### src/rtl/isa_pkg.sv
// isa_pkg: opcode constants, instruction field positions and encoder FSM state type,
// shared by the encoder and the decoder.
package isa_pkg;
  localparam logic [5:0] OP_ADD  = 6'd1;
  localparam logic [5:0] OP_SUB  = 6'd2;
  localparam logic [5:0] OP_ADDI = 6'd3;
  localparam logic [5:0] OP_LW   = 6'd4;
  localparam logic [5:0] OP_SW   = 6'd5;
  localparam logic [5:0] OP_AND  = 6'd6;
  localparam logic [5:0] OP_OR   = 6'd7;
  localparam logic [5:0] OP_NOR  = 6'd8;
  localparam logic [5:0] OP_BEQ  = 6'd9;
  localparam logic [5:0] OP_BNE  = 6'd10;
  localparam logic [5:0] OP_SLT  = 6'd11;
  localparam logic [5:0] OP_EOF  = 6'd12;
  localparam int OPC_LSB = 26;
  localparam int RS_LSB  = 21;
  localparam int RT_LSB  = 16;
  localparam int RD_LSB  = 11;
  localparam int IMM_LSB = 0;
  localparam logic [31:0] EOF_WORD = {OP_EOF, 26'b0};
  typedef enum logic [1:0] {IDLE, LOAD, DONE} state_t;
endpackage

### src/rtl/instr_pack.sv
// instr_pack: combinational field-to-word formatting and opcode legality check.
module instr_pack
  import isa_pkg::*;
(
  input  logic [5:0]  opcode,
  input  logic [4:0]  rs,
  input  logic [4:0]  rt,
  input  logic [4:0]  rd,
  input  logic [15:0] imm,
  output logic [31:0] word,
  output logic        legal,
  output logic        is_eof
);
  logic r_type, i_type;
  logic [31:0] base;
  always_comb begin
    r_type = opcode inside {OP_ADD, OP_SUB, OP_AND, OP_OR, OP_NOR, OP_SLT};
    i_type = opcode inside {OP_ADDI, OP_LW, OP_SW, OP_BEQ, OP_BNE};
    is_eof = opcode == OP_EOF;
    legal = r_type || i_type || is_eof;
    base = (32'(opcode) << OPC_LSB) | (32'(rs) << RS_LSB) | (32'(rt) << RT_LSB);
    word = r_type ? base | (32'(rd) << RD_LSB) :
           i_type ? base | (32'(imm) << IMM_LSB) :
           is_eof ? EOF_WORD : '0;
  end
endmodule

### src/rtl/instruction_encoder.sv
// instruction_encoder: packs instruction fields into words and writes them to instruction memory.
// Define ENCODER_CHECKSUM_EN to add a running XOR checksum output.
module instruction_encoder
  import isa_pkg::*;
#(
  parameter int          DEPTH     = 64,
  parameter logic [31:0] BASE_ADDR = 32'h0
) (
  input  logic        clk,
  input  logic        reset,
  input  logic        start,
  input  logic        in_valid,
  output logic        in_ready,
  input  logic [5:0]  in_opcode,
  input  logic [4:0]  in_rs,
  input  logic [4:0]  in_rt,
  input  logic [4:0]  in_rd,
  input  logic [15:0] in_imm,
  output logic        mem_we,
  output logic [31:0] mem_addr,
  output logic [31:0] mem_wdata,
  output logic        done,
  output logic        err_opcode,
  output logic        err_full,
  output logic [8:0]  word_count
`ifdef ENCODER_CHECKSUM_EN
  ,
  output logic [31:0] checksum
`endif
);
  localparam logic [8:0] DEPTH_W = 9'(DEPTH);
  state_t state, next_state;
  logic [31:0] word, wr_word;
  logic legal, is_eof, xfer, clr, at_last, trunc;
  instr_pack u_pack (
    .opcode(in_opcode),
    .rs(in_rs),
    .rt(in_rt),
    .rd(in_rd),
    .imm(in_imm),
    .word(word),
    .legal(legal),
    .is_eof(is_eof)
  );
  always_comb begin
    in_ready = state == LOAD;
    xfer = in_valid && in_ready;
    clr = start && state != LOAD;
    at_last = word_count == DEPTH_W - 9'd1;
    trunc = at_last && !is_eof;
    wr_word = trunc ? EOF_WORD : word;
    next_state = clr ? LOAD : (xfer && legal && (is_eof || at_last)) ? DONE : state;
  end
  always_ff @(posedge clk or negedge reset)
    if (!reset) state <= IDLE;
    else state <= next_state;
  always_ff @(posedge clk or negedge reset)
    if (!reset) begin
      mem_we <= 1'b0;
      mem_addr <= BASE_ADDR;
      mem_wdata <= '0;
      done <= 1'b0;
      err_opcode <= 1'b0;
      err_full <= 1'b0;
      word_count <= '0;
    end else begin
      mem_we <= xfer && legal;
      if (clr) begin
        mem_addr <= BASE_ADDR;
        done <= 1'b0;
        err_opcode <= 1'b0;
        err_full <= 1'b0;
        word_count <= '0;
      end else begin
        if (state == DONE) done <= 1'b1;
        if (xfer && !legal) err_opcode <= 1'b1;
        if (xfer && legal) begin
          mem_addr <= BASE_ADDR + {21'b0, word_count, 2'b00};
          mem_wdata <= wr_word;
          word_count <= word_count == DEPTH_W ? word_count : word_count + 9'd1;
          if (trunc) err_full <= 1'b1;
        end
      end
    end
`ifdef ENCODER_CHECKSUM_EN
  always_ff @(posedge clk or negedge reset)
    if (!reset) checksum <= '0;
    else if (clr) checksum <= '0;
    else if (xfer && legal) checksum <= checksum ^ wr_word;
`endif
endmodule

### config.mk
export PLATFORM = sky130hd
export DESIGN_NAME = instruction_encoder
export DESIGN_NICKNAME = d
export VERILOG_FILES = /design/src/rtl/isa_pkg.sv /design/src/rtl/instr_pack.sv /design/src/rtl/instruction_encoder.sv
export SDC_FILE = /design/constraint.sdc
export NUM_CORES = 1
export LEC_CHECK = 0
export CAP_MARGIN = 25
export CORE_MARGIN = 1.5
export CORE_UTILIZATION = 41
export DETAILED_ROUTE_END_ITERATION = 12
export PLACE_DENSITY = 0.89
export SYNTH_ARGS = -nofsm -noshare
export SYNTH_HDL_FRONTEND = slang
export SYNTH_SLANG_ARGS = --single-unit
### constraint.sdc
create_clock -name clk -period 2.5 [get_ports clk]
set_clock_uncertainty 0.1 [all_clocks]
set_input_delay 0.75 -clock clk [delete_from_list [all_inputs] [get_ports clk]]
set_output_delay 0.75 -clock clk [all_outputs]
set_load 0.02 [all_outputs]
# Word-level counts from Yosys, hierarchy flattened
# Cells that the tools add are included.
# totals
wordCells	71
output_inout_bits	78
regBits	79
# op_classes
reduce_logical	21
bitwise	5
addsub	1
n_mux	18
n_eq_ne	18
# op_table
operator	count
two-way mux 32 bit	5
OR 32 x 16 -> 32 bit	2
OR 32 x 21 -> 32 bit	1
OR 32 x 26 -> 32 bit	1
equality test 6 x 4 -> 1 bit, second input constant	5
two-way mux 30 bit	1
two-way mux 9 bit	3
equality test 6 x 3 -> 1 bit, second input constant	4
equality test 6 x 2 -> 1 bit, second input constant	2
nonzero test 2 bit	5
adder 9 x 1 -> 9 bit, second input constant	1
equality test 9 x 6 -> 1 bit, second input constant	1
equality test 9 x 7 -> 1 bit, second input constant	1
two-way mux 1 bit	7
equality test 6 x 1 -> 1 bit, second input constant	1
logical AND 1 bit	6
AND reduction 2 bit	3
nonzero test 6 bit	1
nonzero test 5 bit	1
two-way mux 2 bit	2
logical OR 1 bit	3
equality test 2 x 1 -> 1 bit, second input constant	1
equality test 2 bit, second input constant	1
logical NOT 1 bit	2
other kinds (3)	3

# Logic depth before layout (Yosys ltp)
# Gate-level depths: netlist of run 1.
# depth
word_depth	8
depth_mapped	8

# By module
# Synthesis of run 1 repeated with hierarchy kept, for this count alone.
# unflattened
cells_unflattened	254
area_unflattened_um2	2817.7
# by_module_without_submodules
mod	n_inst	cells_each	seq_area_each_um2	area_per_inst_um2
instruction_encoder	1	199	1401.3	2456.1
instr_pack	1	55	0.0	361.6

# Worst setup path before layout of run 1
# Ideal clock, no wire load.
# synth_timing
kind	input port to flip-flop
start	in in_opcode[5]
end	reg word_count[7]
path_slack_ns	0.042
required_time_ns	2.268
cell_stages	7
t_arrival_ns	2.226
path_cell_list	or2_4 > or4_1 > buf_2 > buf_6 > nor4_4 > xnor2_1 > nor2_1
# synth_via
elab_chain_len	7
# synth_lines
element	line_no	source
start: declaration	instruction_encoder.sv:14	input logic [5:0] in_opcode,
equality test 6 x 1 -> 1 bit, or another cell as far along	instr_pack.sv:17	r_type = opcode inside {OP_ADD, OP_SUB, OP_AND, OP_OR, OP_NOR, OP_SLT};
nonzero test 6 bit / nonzero test 5 bit (equally long branches)	instr_pack.sv:17, instr_pack.sv:18	
logical OR 1 bit	instr_pack.sv:20	legal = r_type || i_type || is_eof;
logical OR 1 bit (*)	instr_pack.sv:20	
logical AND 1 bit (*)	instruction_encoder.sv:77	if (xfer && legal) begin
nonzero test 2 bit (no source line) (*)	n/a	
AND reduction 2 bit (no source line) (*)	n/a	
end signal: assignment	instruction_encoder.sv:80	word_count <= word_count == DEPTH_W ? word_count : word_count + 9'd1;
end: declaration	instruction_encoder.sv:25	output logic [8:0] word_count
# Mark *: on every way between the ends. The rest lies on a longest branch, timed or not.
# A chain may end at the register's enable or synchronous reset.

# Worst setup path after layout of run 1
# layout_timing
start	in in_valid
end	reg word_count[8]
# layout_via
elab_chain_len	4
# layout_lines
element	line_no	source
start: declaration	instruction_encoder.sv:12	input logic in_valid,
logical AND 1 bit	instruction_encoder.sv:47	xfer = in_valid && in_ready;
logical AND 1 bit	instruction_encoder.sv:77	
nonzero test 2 bit (no source line)	n/a	
AND reduction 2 bit (no source line)	n/a	
# Every way passes these cells.

==> impl_metrics.ini, run 1 <==
[clock_network]
cts_root_buf = clkbuf_8
cts_tree = yes
clkSinkCount = 56
cts_setup_buffers = 0
clk_latency_ns = 0.30
clk_path_buf_depth = 2
h-tree-depth = 2
ctsHoldBuffers = 0
path_clk_slew_ns = 0.10
cts_made_buffers = 5

[floorplanning]
fp.coreArea_mm2 = 0.00599
row_count = 28
start_util = 0.432
die_x_um = 82.4
io_pins = 119
dieArea_mm2 = 0.00679
die_y_um = 82.4

[drt]
totalWireLength_um = 6190
dr_total_vias = 2114
drc_errors = 0
drtPass1Iterations = 4
topRoutingLayerUsed = met4
ant_nets = 0
routedWlPerCell_um = 14.8
drt_iter0_drc = 86
wl_met1_um = 2720
wl_met3_um = 352
wl_met2_um = 3050
viasPerCell = 5.07

[sta]
period_share = 0.978
fmax_ghz = 0.409
slew_violations = 0
finalHoldViolCount = 0
worst_pin_slew_ns = 0.564
rsz0062_at_grt = false
report.final.setup_viol = 0
slew_headroom = 0.623
period_minus_slack_ns = 2.45

[logic_synthesis]
synth_cell_type_count = 42
avgSynthCellArea_um2 = 11.1
synth_xor_area_frac = 0.0271
yosysSeqAreaShare = 0.542
synth-simple-area-share = 0.156
synth_warnings = 0
synth_edf_count = 0
synth.mux.area_fraction = 0
netlist_instances = 233
synth_top_family_by_area = compound AO/OA/AOI/OAI gates
ys_ff_latch = 56
synth_area_mm2 = 0.00259
yosys.area_share.adder = 0.00968
async_reset_ff_frac = 1.00
synth_compound_area_frac = 0.164
synth_ff_type = dfrtp_1

[run_status]
outcome = complete, no violations

[setup_path]
startpoint_type = primary input
setup.worst_path.start = in_valid
worst_setup_path_end_kind = register
crit_arrival_ns = 2.52
r2r_slack_ns = 0.31
critPathKind = primary input to register
worstRegToRegCells = 6
worstPathRequired_ns = 2.57
cp_max_fo = 6
cp-endpoint = word_count[8]$_DFFE_PN0P_
rr_endpoint = mem_wdata[3]$_DFFE_PN0P_
timing.rr.start = word_count[0]$_DFFE_PN0P_

[place]
dpl_cell_area_mm2 = 0.00366
portBuffers = 95
dp.cells = 409
gp_congestion = 0.835
hpwl_um = 4530

[layout]
drive_gt1_frac = 0.111
area_growth_pct = 45.6
diodes = 0
nets = 384
final_common_cell = clkdlybuf4s50_1
fin_area_mm2 = 0.00376
final_cells = 417
layout_common_cells = clkdlybuf4s50_1 (88), dfrtp_1 (56), a22o_1 (34)

[power_and_ir_drop]
powerDensity_mw_per_mm2 = 632
peakVddDrop_uv = 357
power.leakage_uw = 0.00174

[global_route]
grt-ovfl-total = 0
grt_pass1_wl_um = 9490
grt_antenna_before_repair = 0
track_usage = 0.184
grt_max_degree = 57
grt_pass1_vias = 1949

[min_path]
hold_class = primary input to asynchronous set/reset pin

[job]
drv_cap = 0
==> report_power, final <==
part / switching (uW) / internal [uW]
combinational: 380 / 372
clock: 277 / 227
sequential: 104 / 1020
total: 761 / 1620
==> routing by layer <==
metal | up-vias | GRT usage
li1 | 998 | -
met1 | 1038 | 0.246
met2 | 74 | 0.301
met3 | 4 | 0.0341
met4 | 0 | 0.0593
met5 | - | 0
==> how the worst min path moves through the flow <==
stage / start / depth (start not counted) / to
floorplan: reset / 0 / done$_DFFE_PN0P_
global placement: mem_wdata[31]$_DFFE_PN0P_ / 1 / mem_wdata[31]$_DFFE_PN0P_
detailed placement: mem_wdata[31]$_DFFE_PN0P_ / 1 / mem_wdata[31]$_DFFE_PN0P_
CTS: reset / 2 / mem_wdata[14]$_DFFE_PN0P_
global route: reset / 2 / mem_addr[2]$_DFFE_PN0P_
finish: reset / 2 / mem_addr[2]$_DFFE_PN0P_
==> worst max-delay path: stages <==
cell and delay (ns):
clkdlybuf4s50_1 0.45, nand3b_1 0.10, or4_4 0.56, buf_12 0.17, nor4_4 0.28, xnor2_1 0.15
nor2_1 0.05
==> repair_timing <==
item,CTS,global route
endpoints found under the setup margin,54,15
resized for setup,8,5
pin swaps,4,6
gates cloned,0,1
==> layout make-up <==
cell class,count,area [um2]
fillers,473,2230
flip-flops and latches,56,1400
repair buffers,114,1120
multi-input cells,159,1040
well taps,75,93.8
clock buffers,8,90.1
inverters,5,18.8
==> cell usage after synthesis (2+ instances only) <==
| library cell | instances | area share |
|---|---|---|
| nand2_1 | 22 | 0.032 |
| dfrtp_1 | 56 | 0.54 |
| nor3_1 | 2 | 0.0039 |
| nand3_1 | 11 | 0.021 |
| nor2_1 | 14 | 0.020 |
| o22a_1 | 2 | 0.0068 |
| inv_1 | 5 | 0.0073 |
| or4_1 | 2 | 0.0058 |
| xnor2_1 | 5 | 0.017 |
| buf_4 | 24 | 0.070 |
| clkbuf_1 | 4 | 0.0058 |
| a22o_1 | 34 | 0.12 |
| and2_1 | 4 | 0.0097 |
| nand2b_1 | 2 | 0.0048 |
| ha_1 | 2 | 0.0097 |
| nor4_1 | 2 | 0.0048 |
| buf_2 | 5 | 0.0097 |
| o21ai_0 | 3 | 0.0058 |
| xor2_1 | 3 | 0.010 |
| nor2b_1 | 2 | 0.0048 |
| buf_1 | 2 | 0.0029 |
| nor4_4 | 2 | 0.016 |
| nand4_1 | 2 | 0.0048 |
| a21oi_1 | 5 | 0.0097 |
==> flip-flops by register name, indices dropped and copies added, names as in the netlist <==
name and count:
state 2, err_full 1, done 1, word_count 9
err_opcode 1, mem_wdata 32, mem_addr 9, mem_we 1
==> stage by stage <==
step,setup TNS [ns],worst slack (ns),utilization,total power [uW],hold slack (ns)
global placement,-23.69,-0.555,0.612,1870,0.371
global route,0,0.00936,0.628,2500,0.329
floorplan,0,0.0417,-,1520,0.354
finish,0,0.0544,0.628,2380,0.306
detailed placement,-26.05,-0.622,0.612,1890,0.371
CTS,0,0.0112,0.629,2400,0.337
==> cells by family (layout without fill, tap and decap cells) <==
logic type / count (synthesis) / in the layout
AO/OA/AOI/OAI: 52 / 52
XOR/XNOR: 8 / 8
adder cells (fa/ha/maj): 2 / 2
buffers and inverters: 41 / 127
flip-flops: 56 / 56
other: 1 / 23
AND/OR/NAND/NOR: 73 / 74
(Power assumes the default switching activity.)
==> inputs of run 2 (changes only) <==
--- a/config.mk
+++ b/config.mk
@@ -8,6 +8,7 @@
 export CAP_MARGIN = 25
 export CORE_MARGIN = 1.5
 export CORE_UTILIZATION = 41
+export CTS_CLUSTER_SIZE = 20
 export DETAILED_ROUTE_END_ITERATION = 12
 export PLACE_DENSITY = 0.89
 export SYNTH_ARGS = -nofsm -noshare
==> results of run 2 <==
No change in the layout: final DEF, timing and power equal those of run 1.
